==> src/rtl/mem_access_unit.sv <==
// rtl/mem_access_unit.sv - MEM-stage blocking data-memory access unit with load lane extraction.
// Optional MEM_MISALIGN_TRAP_EN: suppress misaligned half/word accesses and pulse MEM_misalign_o.
module mem_access_unit #(
  parameter int width = 32,
  parameter int MBE_W = width / 8
) (
  input  logic               clk,
  input  logic               rst,
  input  logic               MEM_valid_i,
  input  logic               MEM_mem_read_i,
  input  logic               MEM_mem_write_i,
  input  logic [2:0]         MEM_funct3_i,
  input  logic [width-1:0]   MEM_alu_out_i,
  input  logic [width-1:0]   MEM_rs2_out_i,
  output logic               dmem_read_o,
  output logic               dmem_write_o,
  output logic [width-1:0]   dmem_address_o,
  output logic [width-1:0]   dmem_wdata_o,
  output logic [MBE_W-1:0]   dmem_mbe_o,
  input  logic               dmem_resp_i,
  input  logic [width-1:0]   dmem_rdata_i,
  output logic [width-1:0]   MEM_load_data_o,
  output logic               MEM_load_valid_o,
  output logic               MEM_stall_o
`ifdef MEM_MISALIGN_TRAP_EN
  , output logic             MEM_misalign_o
`endif
);

  typedef enum logic [1:0] {IDLE, BUSY, DONE} state_t;
  state_t state, state_n;

  logic [width-1:0] addr_q, wdata_q, load_data_q;
  logic [MBE_W-1:0] mbe_q;
  logic [2:0]       funct3_q;
  logic             rd_q, wr_q, is_load_q;
  logic             req, issue, capture;
  logic [MBE_W-1:0] mbe_d;
  logic [width-1:0] wdata_d, ext_d, byte_sh, half_sh;

  assign req = MEM_valid_i & (MEM_mem_read_i | MEM_mem_write_i);

`ifdef MEM_MISALIGN_TRAP_EN
  logic mis;
  always_comb begin
    mis = 1'b0;
    if (MEM_funct3_i[1:0] == 2'd1)      mis = MEM_alu_out_i[0];
    else if (MEM_funct3_i[1:0] != 2'd0) mis = |MEM_alu_out_i[1:0];
  end
`endif

  // Store lane placement from the live EX inputs; latched on accept.
  always_comb begin
    mbe_d   = 4'b1111;
    wdata_d = MEM_rs2_out_i;
    case (MEM_funct3_i[1:0])
      2'd0: begin
        mbe_d   = 4'b0001 << MEM_alu_out_i[1:0];
        wdata_d = {4{MEM_rs2_out_i[7:0]}};
      end
      2'd1: begin
        mbe_d   = 4'b0011 << {MEM_alu_out_i[1], 1'b0};
        wdata_d = {2{MEM_rs2_out_i[15:0]}};
      end
      default: ;
    endcase
  end

  // Load lane extraction uses the latched address/funct3.
  always_comb begin
    byte_sh = dmem_rdata_i >> {addr_q[1:0], 3'b000};
    half_sh = dmem_rdata_i >> {addr_q[1], 4'b0000};
    case (funct3_q[1:0])
      2'd0:    ext_d = {{24{byte_sh[7] & ~funct3_q[2]}}, byte_sh[7:0]};
      2'd1:    ext_d = {{16{half_sh[15] & ~funct3_q[2]}}, half_sh[15:0]};
      default: ext_d = dmem_rdata_i;
    endcase
  end

  always_comb begin
    state_n          = state;
    MEM_stall_o      = 1'b0;
    MEM_load_valid_o = 1'b0;
    issue            = 1'b0;
    capture          = 1'b0;
`ifdef MEM_MISALIGN_TRAP_EN
    MEM_misalign_o   = 1'b0;
`endif
    case (state)
      IDLE: begin
`ifdef MEM_MISALIGN_TRAP_EN
        MEM_misalign_o = req & mis;
        issue          = req & ~mis;
`else
        issue          = req;
`endif
        if (issue) begin
          MEM_stall_o = 1'b1;
          state_n     = BUSY;
        end
      end
      BUSY: begin
        MEM_stall_o = 1'b1;
        if (dmem_resp_i) begin
          capture = 1'b1;
          state_n = DONE;
        end
      end
      DONE: begin
        MEM_load_valid_o = is_load_q;
        state_n          = IDLE;
      end
      default: state_n = IDLE;
    endcase
  end

  always_ff @(posedge clk) begin
    if (rst) begin
      state       <= IDLE;
      addr_q      <= '0;
      wdata_q     <= '0;
      mbe_q       <= '0;
      funct3_q    <= '0;
      rd_q        <= 1'b0;
      wr_q        <= 1'b0;
      is_load_q   <= 1'b0;
      load_data_q <= '0;
    end else begin
      state <= state_n;
      if (issue) begin
        addr_q    <= MEM_alu_out_i;
        wdata_q   <= wdata_d;
        mbe_q     <= mbe_d;
        funct3_q  <= MEM_funct3_i;
        is_load_q <= MEM_mem_read_i;
        rd_q      <= MEM_mem_read_i;
        wr_q      <= ~MEM_mem_read_i;
      end
      if (capture) begin
        rd_q <= 1'b0;
        wr_q <= 1'b0;
        if (is_load_q) load_data_q <= ext_d;
      end
    end
  end

  assign dmem_read_o     = rd_q;
  assign dmem_write_o    = wr_q;
  assign dmem_address_o  = (rd_q | wr_q) ? {addr_q[width-1:2], 2'b00} : '0;
  assign dmem_wdata_o    = (rd_q | wr_q) ? wdata_q : '0;
  assign dmem_mbe_o      = (rd_q | wr_q) ? mbe_q : '0;
  assign MEM_load_data_o = load_data_q;

endmodule

==> config.mk <==
export PLATFORM = sky130hd
export DESIGN_NAME = mem_access_unit
export DESIGN_NICKNAME = d
export VERILOG_FILES = /design/src/rtl/mem_access_unit.sv
export SDC_FILE = /design/constraint.sdc
export NUM_CORES = 1
export LEC_CHECK = 0
export BUFFER_PORTS_ARGS = -buffer_cell sky130_fd_sc_hd__clkbuf_2
export CAP_MARGIN = 15
export CELL_PAD_IN_SITES_DETAIL_PLACEMENT = 0
export CELL_PAD_IN_SITES_GLOBAL_PLACEMENT = 1
export CORE_UTILIZATION = 31
export DETAILED_ROUTE_END_ITERATION = 16
export PLACE_DENSITY = 0.75
export SLEW_MARGIN = 0
export SYNTH_ARGS = -nofsm -noshare
export SYNTH_HDL_FRONTEND = slang
export SYNTH_SLANG_ARGS = --single-unit
==> constraint.sdc <==
create_clock -name clk -period 1.5 [get_ports clk]
set_clock_uncertainty 0.15 [all_clocks]
set_input_delay 0.075 -clock clk [delete_from_list [all_inputs] [get_ports clk]]
set_output_delay 0.075 -clock clk [all_outputs]
set_load 0.1 [all_outputs]
==> results.md, run 1 <==
* Max Buffers Root-to-Sink at 2
* GRT overflow at 0
* Post-synth top area share at 42.3%
* 1st-pass router iterations at 4
* Area of the multi-input gates at 4280 µm²
* Max Slew Vio Count at 0
* Syn Area/Cell at 7.98 µm²
* Final #Nets at 1107
* Flops & latches, synth at 108
* Port bufs at 206
* Diodes inserted at 0
* CTS HTree Levels at 3
* DIE AREA at 17000 µm²
* Most frequent cell after synthesis: nand2_1
* Vias in the first global route at 6118
* Setup CP Type: flip-flop to output port
* Worst relative slew slack at 62.3%
* Synth Area in Compound Gates at 20.1%
* Core ar. at 16000 µm²
* Num ports at 209
* CTS Buf Count at 9
* Crit path time final at 1700 ps
* CTS root buf: clkbuf_16
* Yosys warning count at 0
* Antenna violations before repair at 0
* Post-synthesis async set-or-reset flop share at 0%
* Leak at 4.59 nW
* Dpl ws at -170 ps
* Wire per inst at 18.1 µm
* Top cells by count, synth: nand2_1, dfxtp_1, nor2b_1, a21oi_1, nor2_1
* XOR/XNOR Fraction of Synth Area at 0%
* Clk sink count at 108
* Critical path arrival at 1470 ps
* Worst-path clk slew at 70 ps
* RR Startpoint: state[1]$_SDFFE_PP0P_
* Post-synth EDFFs at 0
* Area leader, netlist: dfxtp_1
* Power per cell area at 732 nW/µm²
* Status: finished, violations left
* Worst setup margin at -200 ps
* Crit-path max FO at 10
* Final non-filler cell total at 1223
* Top FF cell, synth: dfxtp_1
* Unrepaired setup endpoints after global routing: yes
* Critical R2R Capture: MEM_load_data_o[10]$_SDFFE_PP0P_
* GPL Wtd Cong at 0.871
* WHS Endpoint: MEM_load_data_o[11]$_SDFFE_PP0P_
* Reg area at 2190 µm²
* Hold depth at 4
* Vias/cell at 5.08
* Ratio of cells with drive above 1 in the final layout at 61.4%
* Cell area after layout at 11600 µm²
* Die outline width at 130 µm
* Failing checks: negative setup slack
* GR Util met1 at 26.7%
* Largest family of logic cells by synthesized area: simple AND/OR/NAND/NOR gates
* Area delta synth->final at 127%
* Power consumption at 0.00849 W
* Num rows at 46
* Worst-Margin Slew at 568 ps
* HP Class: primary input to flip-flop
* Dominant cells by area after synthesis: dfxtp_1, nand2_1, nor2b_1
* Register-to-Register Path Depth at 7
* First-pass GRT wire length at 31100 µm
* Worst VDD drop at 597 µV
* Worst Path Required at 1270 ps
* Setup violators final at 168
* Synth Area in Simple Gates at 25.8%
* Largest net degree at the start of global routing at 34
* Antenna Violating Nets Remaining at 0
* Mapped cell area at 5110 µm²
* Clk_lat worst skew at 350 ps
* 1st-iter DRT viols at 300
* Total number of vias at 6207
* Post-synthesis mux area share at 5.53%
* All-Layer GR Usage at 23.9%
* DRC at 0
* Die H at 130 µm
* Placement Cell Area at 8360 µm²
* FMAX at 588 MHz
* Reg2reg setup slack at -190 ps
* Grt met3 use at 6.35%
* Initial Utilization at 32.0%
* Register area share after synthesis at 42.3%
* Hold path start: dmem_rdata_i[11]
* Fill count at 1059
* Netlist cell types at 40
* Hold Fails Final Rpt at 0
* Critical Path End Type: output port
* Worst hold slack at 15.0 ps
* Startpoint Class: flip-flop
* Max cap viols at 0
* WL final at 22100 µm
* Busiest grt layer: met2
* Adder-Cell Fraction of Synth Area at 0%
* Tcrit/Tclk final at 113%
* Synth Instances at 641
* Post-DP HPWL at 13000 µm
* Global routing usage on met2 at 43.5%
* Placed cells at 1055
* CTS tree: done
==> power breakdown <==
group / leakage [nW] / internal (W) / switching (W)
Clock: 0.128 / 0.00119 / 0.00116
Sequential: 0.889 / 0.00302 / 0.000137
Combinational: 3.57 / 0.00138 / 0.00161
==> worst max-delay path by stage <==
stage | startpoint | end | slack, ps | cells past startpoint
2_1_floorplan | dmem_write_o$_SDFFE_PP0P_ | dmem_address_o[25] | -230 | 4
3_3_place_gp | addr_q[1]$_SDFFE_PP0P_ | MEM_load_data_o[13]$_SDFFE_PP0P_ | -140 | 4
3_5_place_dp | addr_q[1]$_SDFFE_PP0P_ | MEM_load_data_o[8]$_SDFFE_PP0P_ | -170 | 4
4_1_cts | dmem_read_o$_SDFFE_PP0P_ | dmem_wdata_o[28] | -240 | 5
5_1_grt | dmem_write_o$_SDFFE_PP0P_ | dmem_address_o[20] | -260 | 5
6_report | dmem_write_o$_SDFFE_PP0P_ | dmem_wdata_o[28] | -200 | 5
==> through the flow <==
step	utilization (%)	setup TNS [ps]
2_1_floorplan	-	-12990
3_3_place_gp	52.2	-6170
3_5_place_dp	52.2	-8850
4_1_cts	65.9	-16780
5_1_grt	72.5	-27710
6_report	72.5	-20070
==> placed cells by master, fill, tap and decap left out, types with 10 or more instances in the layout <==
cell             n
dlygate4sd3_1   99
nand2_2         16
buf_6           28
nand2_4         41
dfxtp_1         95
nand2_1         90
nor2_4          23
inv_1           12
a21oi_2         48
nor2b_4         67
mux2i_1         16
nor2_1          23
dfxtp_2         10
buf_4           28
buf_12          92
a211oi_2        35
clkbuf_16       15
clkbuf_2       127
o21ai_0         22
==> routing by layer <==
layer	vias to the layer above	wire [µm]
met5	-	0
met4	0	633
met3	47	1490
met2	245	11600
met1	3017	8400
li1	2898	-
==> repair_timing <==
item	4_1_cts	5_1_grt
pin swaps	43	114
setup endpoints to repair	173	175
gates resized for setup	119	215
gates cloned	8	8
endpoints found under the hold margin	103	0
buffers inserted	26	17
hold buffers	99	0
==> sequential cells by signal, indices dropped and copies added (netlist names) <==
name,cells
dmem_write_o,1
state,2
dmem_read_o,1
wdata_q,32
is_load_q,1
MEM_load_data_o,32
addr_q,32
funct3_q,3
mbe_q,4
==> kinds of logic (layout without fill, tap and decap cells) <==
family,after synthesis,in the layout
and+or+nand+nor,287,287
AOI/OAI and AO/OA,149,149
DFF,108,108
buffers and inverters,69,434
muxes,27,27
other,1,2
==> worst max-delay path: stages (launching register included) <==
cell	delay, ps
dfxtp_4	350
nor2_4	190
buf_12	170
buf_16	180
nor2b_4	60
buf_12	160
==> area by class of cell <==
| class | instances | area share (%) |
|---|---|---|
| clock inverters | 6 | 0.410 |
| multi-input cells | 465 | 36.9 |
| inverters | 13 | 0.421 |
| clock buffers | 10 | 2.06 |
| flip-flops and latches | 108 | 18.8 |
| repair buffers | 405 | 39.0 |
| well taps | 216 | 2.33 |
No activity file was read; power rests on OpenSTA's default activity.
==> run 2: changes to the inputs <==
--- a/config.mk
+++ b/config.mk
@@ -5,11 +5,12 @@
 export SDC_FILE = /design/constraint.sdc
 export NUM_CORES = 1
 export LEC_CHECK = 0
+export ABC_AREA = 1
 export BUFFER_PORTS_ARGS = -buffer_cell sky130_fd_sc_hd__clkbuf_2
 export CAP_MARGIN = 15
 export CELL_PAD_IN_SITES_DETAIL_PLACEMENT = 0
 export CELL_PAD_IN_SITES_GLOBAL_PLACEMENT = 1
-export CORE_UTILIZATION = 31
+export CORE_UTILIZATION = 30
 export DETAILED_ROUTE_END_ITERATION = 16
 export PLACE_DENSITY = 0.75
 export SLEW_MARGIN = 0
==> run 2 against run 1 <==
Effect of this change: the flow still finishes with violations (negative setup slack); sequential share of layout area up 3.0 points; synthesized cell count up 19%; wire length down 13%; largest cell class unchanged; largest power group unchanged.
==> results.md, run 2 <==
* Status: finished, violations left
* Failing checks: negative setup slack
* Fill count at 1451 (+37%)
* Dominant cells by area after synthesis: dfxtp_1, nand2_1, a21oi_1
* GRT overflow at 0 (unchanged)
* Vias in the first global route at 5787 (-5.4%)
* Initial Utilization at 30.9% (-1.1 points)
* Die H at 133 µm (+2.0%)
* Flops & latches, synth at 108 (unchanged)
* Yosys warning count at 0 (unchanged)
* Area leader, netlist: dfxtp_1
* Ratio of cells with drive above 1 in the final layout at 38.4% (-23 points)
* CTS Buf Count at 9 (unchanged)
* Power consumption at 0.00842 W (-0.75%)
* Total number of vias at 6059 (-2.4%)
* Largest net degree at the start of global routing at 33 (-2.9%)
* Wire per inst at 14.6 µm (-19%)
* Max Slew Vio Count at 0 (unchanged)
* XOR/XNOR Fraction of Synth Area at 0% (unchanged)
* Antenna violations before repair at 0 (unchanged)
* Largest family of logic cells by synthesized area: compound AO/OA/AOI/OAI gates
* Worst-path clk slew at 70 ps (about the same)
* CTS tree: done
* Worst path bufs/invs at 3 (unchanged)
* Clk sink count at 108 (unchanged)
* Worst Path Required at 1270 ps (about the same)
* FMAX at 597 MHz (+1.5%)
* Placement Cell Area at 8240 µm² (-1.4%)
* Crit-path max FO at 6 (-4)
* Num rows at 47 (+2.2%)
* Worst VDD drop at 551 µV (-7.7%)
* Post-DP HPWL at 12800 µm (-2.1%)
* Max Buffers Root-to-Sink at 2 (unchanged)
* Core ar. at 16700 µm² (+4.4%)
* Vias/cell at 4.61 (-9.1%)
* Critical path arrival at 1450 ps (-20 ps)
* Register area share after synthesis at 41.9% (-0.35 points)
* Setup violators final at 67 (-60%)
* Top FF cell, synth: dfxtp_1
* Worst setup margin at -174 ps (+25.2 ps)
* Netlist cell types at 30 (-25%)
* Hold path start: rst
* Post-synth EDFFs at 0 (unchanged)
* Synth Instances at 763 (+19%)
* Antenna Violating Nets Remaining at 0 (unchanged)
* Power per cell area at 839 nW/µm² (+15%)
* GPL Wtd Cong at 0.808 (-7.2%)
* Top cells by count, synth: nand2_1, dfxtp_1, a21oi_1, inv_1, o21ai_0
* Post-Route Utilization at 60.1% (-12 points)
* Area delta synth->final at 94.7%
* Most frequent cell after synthesis: nand2_1
* Dpl ws at 8.70 ps (+178 ps)
* Tcrit/Tclk final at 112% (-1.7 points)
* Syn Area/Cell at 6.76 µm² (-15%)
* Post-synthesis mux area share at 0% (-5.5 points)
* 1st-iter DRT viols at 317 (+5.7%)
* Commonest non-fill, non-tap cell in the layout: nand2_1
* Startpoint Class: flip-flop
* Leak at 4.28 nW (-6.7%)
* Hold Fails Final Rpt at 0 (unchanged)
* Worst-Margin Slew at 574 ps (+6.09 ps)
* Critical Path End Type: output port
* Die outline width at 133 µm (+2.0%)
* All-Layer GR Usage at 21.2% (-2.7 points)
* Num ports at 209 (unchanged)
* DRC at 0 (unchanged)
* Final non-filler cell total at 1314 (+7.4%)
* Setup CP Type: flip-flop to output port
* CTS root buf: clkbuf_16
* Post-synth top area share at 41.9% (-0.35 points)
* Placed cells at 1181 (+12%)
* WL final at 19200 µm (-13%)
* Post-synthesis async set-or-reset flop share at 0% (unchanged)
* Largest delay share family, worst path: buffers and inverters
* CTS HTree Levels at 3 (unchanged)
* CP startpoint: dmem_write_o$_SDFFE_PP0P_
* DIE AREA at 17700 µm² (+4.1%)
* CP max stage delay at 360 ps (about the same)
* Max cap viols at 0 (unchanged)
* Crit path time final at 1670 ps (-25.2 ps)
* 1st-pass router iterations at 5 (+1)
* Unrepaired setup endpoints after global routing: yes
* Diodes inserted at 0 (unchanged)
* Clk_lat worst skew at 350 ps (about the same)
* Synth Area in Simple Gates at 21.7% (-4.0 points)
* HP Class: primary input to flip-flop
* Crit-path slowest cell: dfxtp_4
* Worst relative slew slack at 61.9% (-0.40 points)
* Final #Nets at 1195 (+7.9%)
* Most frequent cells in the layout: nand2_1, clkbuf_2, inv_1, dlygate4sd3_1, a21oi_1
* Synth Area in Compound Gates at 23.6% (+3.5 points)
* Cell area after layout at 10000 µm² (-13%)
* RR Startpoint: state[0]$_SDFFE_PP0P_
* Crit-path cells: nor2_4, clkbuf_16, clkbuf_16, nor2_4, buf_12
* Port bufs at 206 (unchanged)
* Adder-Cell Fraction of Synth Area at 0% (unchanged)
* First-pass GRT wire length at 29700 µm (-4.4%)
* Mapped cell area at 5160 µm² (+0.83%)
[run 2: cell count changes after synthesis, moves of 13 or more]
cell	delta
a211oi_1	-25
a21oi_1	+47
inv_1	+87
mux2i_1	-19
nand2_1	+17
nand3_1	+13
nor2_1	+23
nor2b_1	-67
o21a_1	+14
o21ai_0	+58
[run 2: path summary, 6_finish.rpt]
kind,endpoint,slack [ps],cells after the start
hold reg to reg,wdata_q[5]$_SDFFE_PP0P_,320,2
hold / removal,mbe_q[1]$_SDFFE_PP0P_,10,4
setup reg to reg,wdata_q[21]$_SDFFE_PP0P_,0,9
setup / recovery,dmem_wdata_o[7],-170,5
[run 2: cells by family (layout without fill, tap and decap cells)]
family,count (synthesis),in the layout
buffers and inverters,158,488
AND/OR/NAND/NOR,271,271
AO/OA/AOI/OAI,225,225
other,1,2
flip-flops,108,108
[run 2: cell type report]
class / instances / area [µm²] / share of cell area, %
repair buffers: 367 / 3910 / 38.9
multi-input cells: 498 / 2970 / 29.6
flip-flops and latches: 108 / 2190 / 21.8
inverters: 106 / 418 / 4.16
well taps: 220 / 275 / 2.74
clock buffers: 12 / 256 / 2.55
clock inverters: 3 / 23.8 / 0.237
[run 2: worst min-delay path: cells and delay by family]
family	cells	cell delay, ps
buffers and inverters	2	230
AOI/OAI and AO/OA	2	150
[run 2: layer usage]
metal | track usage [%] | wire (µm)
met3 | 3.23 | 897
met2 | 35.3 | 9100
met4 | 7.51 | 381
met5 | 0 | 0
met1 | 27.8 | 8780
[run 2: power breakdown]
group	internal (W)	total (W)	switching [W]
registers	0.00304	0.00312	0.0000779
logic	0.00119	0.00301	0.00182
clock network	0.00121	0.00229	0.00108
[run 2: timing repair]
item | in CTS | in global routing
pin swaps | 2 | 8
resized for setup | 23 | 73
endpoints found under the hold margin | 98 | 0
setup buffers | 5 | 8
hold buffers | 98 | 0
cloned | 2 | 6
setup endpoints to repair | 64 | 136
[run 2: through the flow]
step	hold WS (ps)	setup TNS, ps
2_1_floorplan	68.0	-7780
3_3_place_gp	188	0
3_5_place_dp	198	0
4_1_cts	6.85	-11270
5_1_grt	38.6	-13560
6_report	13.8	-9850
==> run 3: changes to the inputs <==
--- a/config.mk
+++ b/config.mk
@@ -10,9 +10,10 @@
 export CAP_MARGIN = 15
 export CELL_PAD_IN_SITES_DETAIL_PLACEMENT = 0
 export CELL_PAD_IN_SITES_GLOBAL_PLACEMENT = 1
-export CORE_UTILIZATION = 30
+export CORE_UTILIZATION = 35
 export DETAILED_ROUTE_END_ITERATION = 16
-export PLACE_DENSITY = 0.75
+export MAX_ROUTING_LAYER = met4
+export PLACE_DENSITY = 0.82
 export SLEW_MARGIN = 0
 export SYNTH_ARGS = -nofsm -noshare
 export SYNTH_HDL_FRONTEND = slang
==> constraint.sdc (replaced) <==
create_clock -name clk -period 1.95 [get_ports clk]
set_clock_uncertainty 0.15 [all_clocks]
set_input_delay 0.0975 -clock clk [delete_from_list [all_inputs] [get_ports clk]]
set_output_delay 0.0975 -clock clk [all_outputs]
set_load 0.1 [all_outputs]
==> run 3 against run 2 <==
Effect of this change: the flow now finishes without violations; clock-buffer cell count unchanged; hold slack worse by 0.70 ps; combinational power is 36% lower.
==> results.md, run 3 (synthesis gave the netlist of run 2 again) <==
* Hold path start: MEM_rs2_out_i[12]
* CP max stage delay at 380 ps (+20 ps)
* Commonest non-fill, non-tap cell in the layout: nand2_1
* FMAX at 528 MHz
* Worst path bufs/invs at 2 (-1)
* Worst relative slew slack at 61.9% (about the same)
* Clk_lat worst skew at 350 ps (about the same)
* Worst-Margin Slew at 572 ps (-1.58 ps)
* Startpoint Class: flip-flop
* Status: completed
* CTS root buf: clkbuf_16
* GPL Wtd Cong at 0.829 (+2.6%)
* Worst-path clk slew at 70 ps (about the same)
* Power per cell area at 688 nW/µm² (-18%)
* Worst VDD drop at 393 µV (-29%)
* WL final at 17200 µm (-10%)
* Critical Path End Type: output port
* Die H at 123 µm (-7.3%)
* Die outline width at 123 µm (-7.3%)
* Antenna Violating Nets Remaining at 0 (unchanged)
* HP Class: primary input to flip-flop
* Num rows at 43 (-8.5%)
* Num ports at 209 (unchanged)
* DIE AREA at 15200 µm² (-14%)
* Wire per inst at 14.0 µm (-3.8%)
* Cell mode on critical path: nor2_4
* Core ar. at 14100 µm² (-15%)
* DRC at 0 (unchanged)
* Worst Path Required at 1700 ps (+430 ps)
* Dpl ws at 319 ps (+310 ps)
* Total number of vias at 5885 (-2.9%)
* Postcts setup bufs at 0 (-5)
* Ratio of cells with drive above 1 in the final layout at 32.2% (-6.2 points)
* Post-Route Utilization at 62.9% (+2.8 points)
* Placed cells at 1116 (-5.5%)
* Vias/cell at 4.79 (+3.9%)
* First-pass GRT wire length at 26800 µm (-9.7%)
* Largest delay share family, worst path: buffers and inverters
* Fill count at 1232 (-15%)
* Crit-path max FO at 21 (+15)
* Final #Nets at 1148 (-3.9%)
* Crit-path cells: nor2_4, buf_12, nor2_4, clkbuf_2
* Diodes inserted at 0 (unchanged)
* 1st-pass router iterations at 4 (-1)
* Critical path arrival at 1650 ps (+200 ps)
* GRT overflow at 0 (unchanged)
* Max Slew Vio Count at 0 (unchanged)
* CTS HTree Levels at 3 (unchanged)
* Setup_tns at 0 ps (+9850 ps)
* Port bufs at 206 (unchanged)
* Largest net degree at the start of global routing at 88 (+170%)
* Tcrit/Tclk final at 97.2%
* Crit path time final at 1890 ps
* Max Buffers Root-to-Sink at 2 (unchanged)
* Setup CP Type: flip-flop to output port
* Post-DP HPWL at 11400 µm (-10%)
* CTS tree: done
* Worst setup margin at 55.5 ps (+230 ps)
* CP startpoint: dmem_write_o$_SDFFE_PP0P_
* Area delta synth->final at 72.7%
* RR Startpoint: state[1]$_SDFFE_PP0P_
* Hold Fails Final Rpt at 0 (unchanged)
* Initial Utilization at 36.4% (+5.6 points)
* Leak at 3.87 nW (-9.7%)
* Antenna violations before repair at 0 (unchanged)
* Power consumption at 0.00613 W (-27%)
* Most frequent cells in the layout: nand2_1, clkbuf_2, dfxtp_1, a21oi_1, inv_1
* Final non-filler cell total at 1228 (-6.5%)
* 1st-iter DRT viols at 350 (+10%)
* All-Layer GR Usage at 23.3% (+2.1 points)
* Setup violators final at 0 (-100%)
* Max cap viols at 0 (unchanged)
* Clk sink count at 108 (unchanged)
* Vias in the first global route at 5496 (-5.0%)
* Unrepaired setup endpoints after global routing: no
* CTS Buf Count at 9 (unchanged)
* Crit-path slowest cell: clkbuf_2
run 3: cell types whose count changed in the layout (fill, tap and decap cells not counted), moves of 20 or more:
| cell | previous run | this run |
|---|---|---|
| nor2_4 | 70 | 42 |
| nor2_2 | 2 | 28 |
| buf_4 | 33 | 13 |
| o21ai_0 | 56 | 84 |
| o21ai_1 | 32 | 7 |
run 3: per-stage QoR:
step                area [µm²]  hold slack, ps
global route              8910            37.1
global placement          7640             209
finish                    8910            13.1
CTS                       8870            4.82
detailed placement        7640             218
floorplan                 5540            90.4
run 3: power by group:
group          leakage [nW]  switching (W)  internal (W)
Combinational          2.85        0.00125      0.000662
Sequential            0.886      0.0000561       0.00234
Clock                 0.134       0.000817      0.000997
Total                  3.87        0.00213       0.00400
run 3: area by class of cell:
cell class	instances	area (µm²)	share of cell area (%)
clock buffers	12	236	2.65
clock inverters	4	50.0	0.562
inverters	106	403	4.52
multi-input cells	498	2730	30.6
flip-flops and latches	108	2170	24.4
well taps	180	225	2.53
repair buffers	320	3100	34.8
run 3: per-layer routing:
metal / track usage, % / vias to the layer above / share of wire (%)
li1: - / 2980 / -
met2: 36.4 / 218 / 48
met3: 3.51 / 45 / 5.4
met5: - / - / 0
met1: 29.4 / 2642 / 44
met4: 11.2 / 0 / 3.2
run 3: path summary, 6_finish.rpt:
| check | endpoint | slack, ps | cells after the start |
|---|---|---|---|
| max reg2reg | wdata_q[22]$_SDFFE_PP0P_ | 240 | 7 |
| min | wdata_q[28]$_SDFFE_PP0P_ | 10 | 5 |
| min reg2reg | wdata_q[3]$_SDFFE_PP0P_ | 310 | 2 |
| max | dmem_mbe_o[0] | 60 | 4 |
run 3: timing repair:
| action | 4_1_cts | 5_1_grt |
|---|---|---|
| hold buffers | 95 | 0 |
| endpoints found under the hold margin | 97 | 0 |
| setup endpoints to repair | 0 | 1 |
| resized for setup | 0 | 1 |
run 3: worst min-delay path, delay by kind of cell:
family | cells | cell delay [ps]
compound gates | 2 | 160
buf+inv | 2 | 130
simple gates | 1 | 70
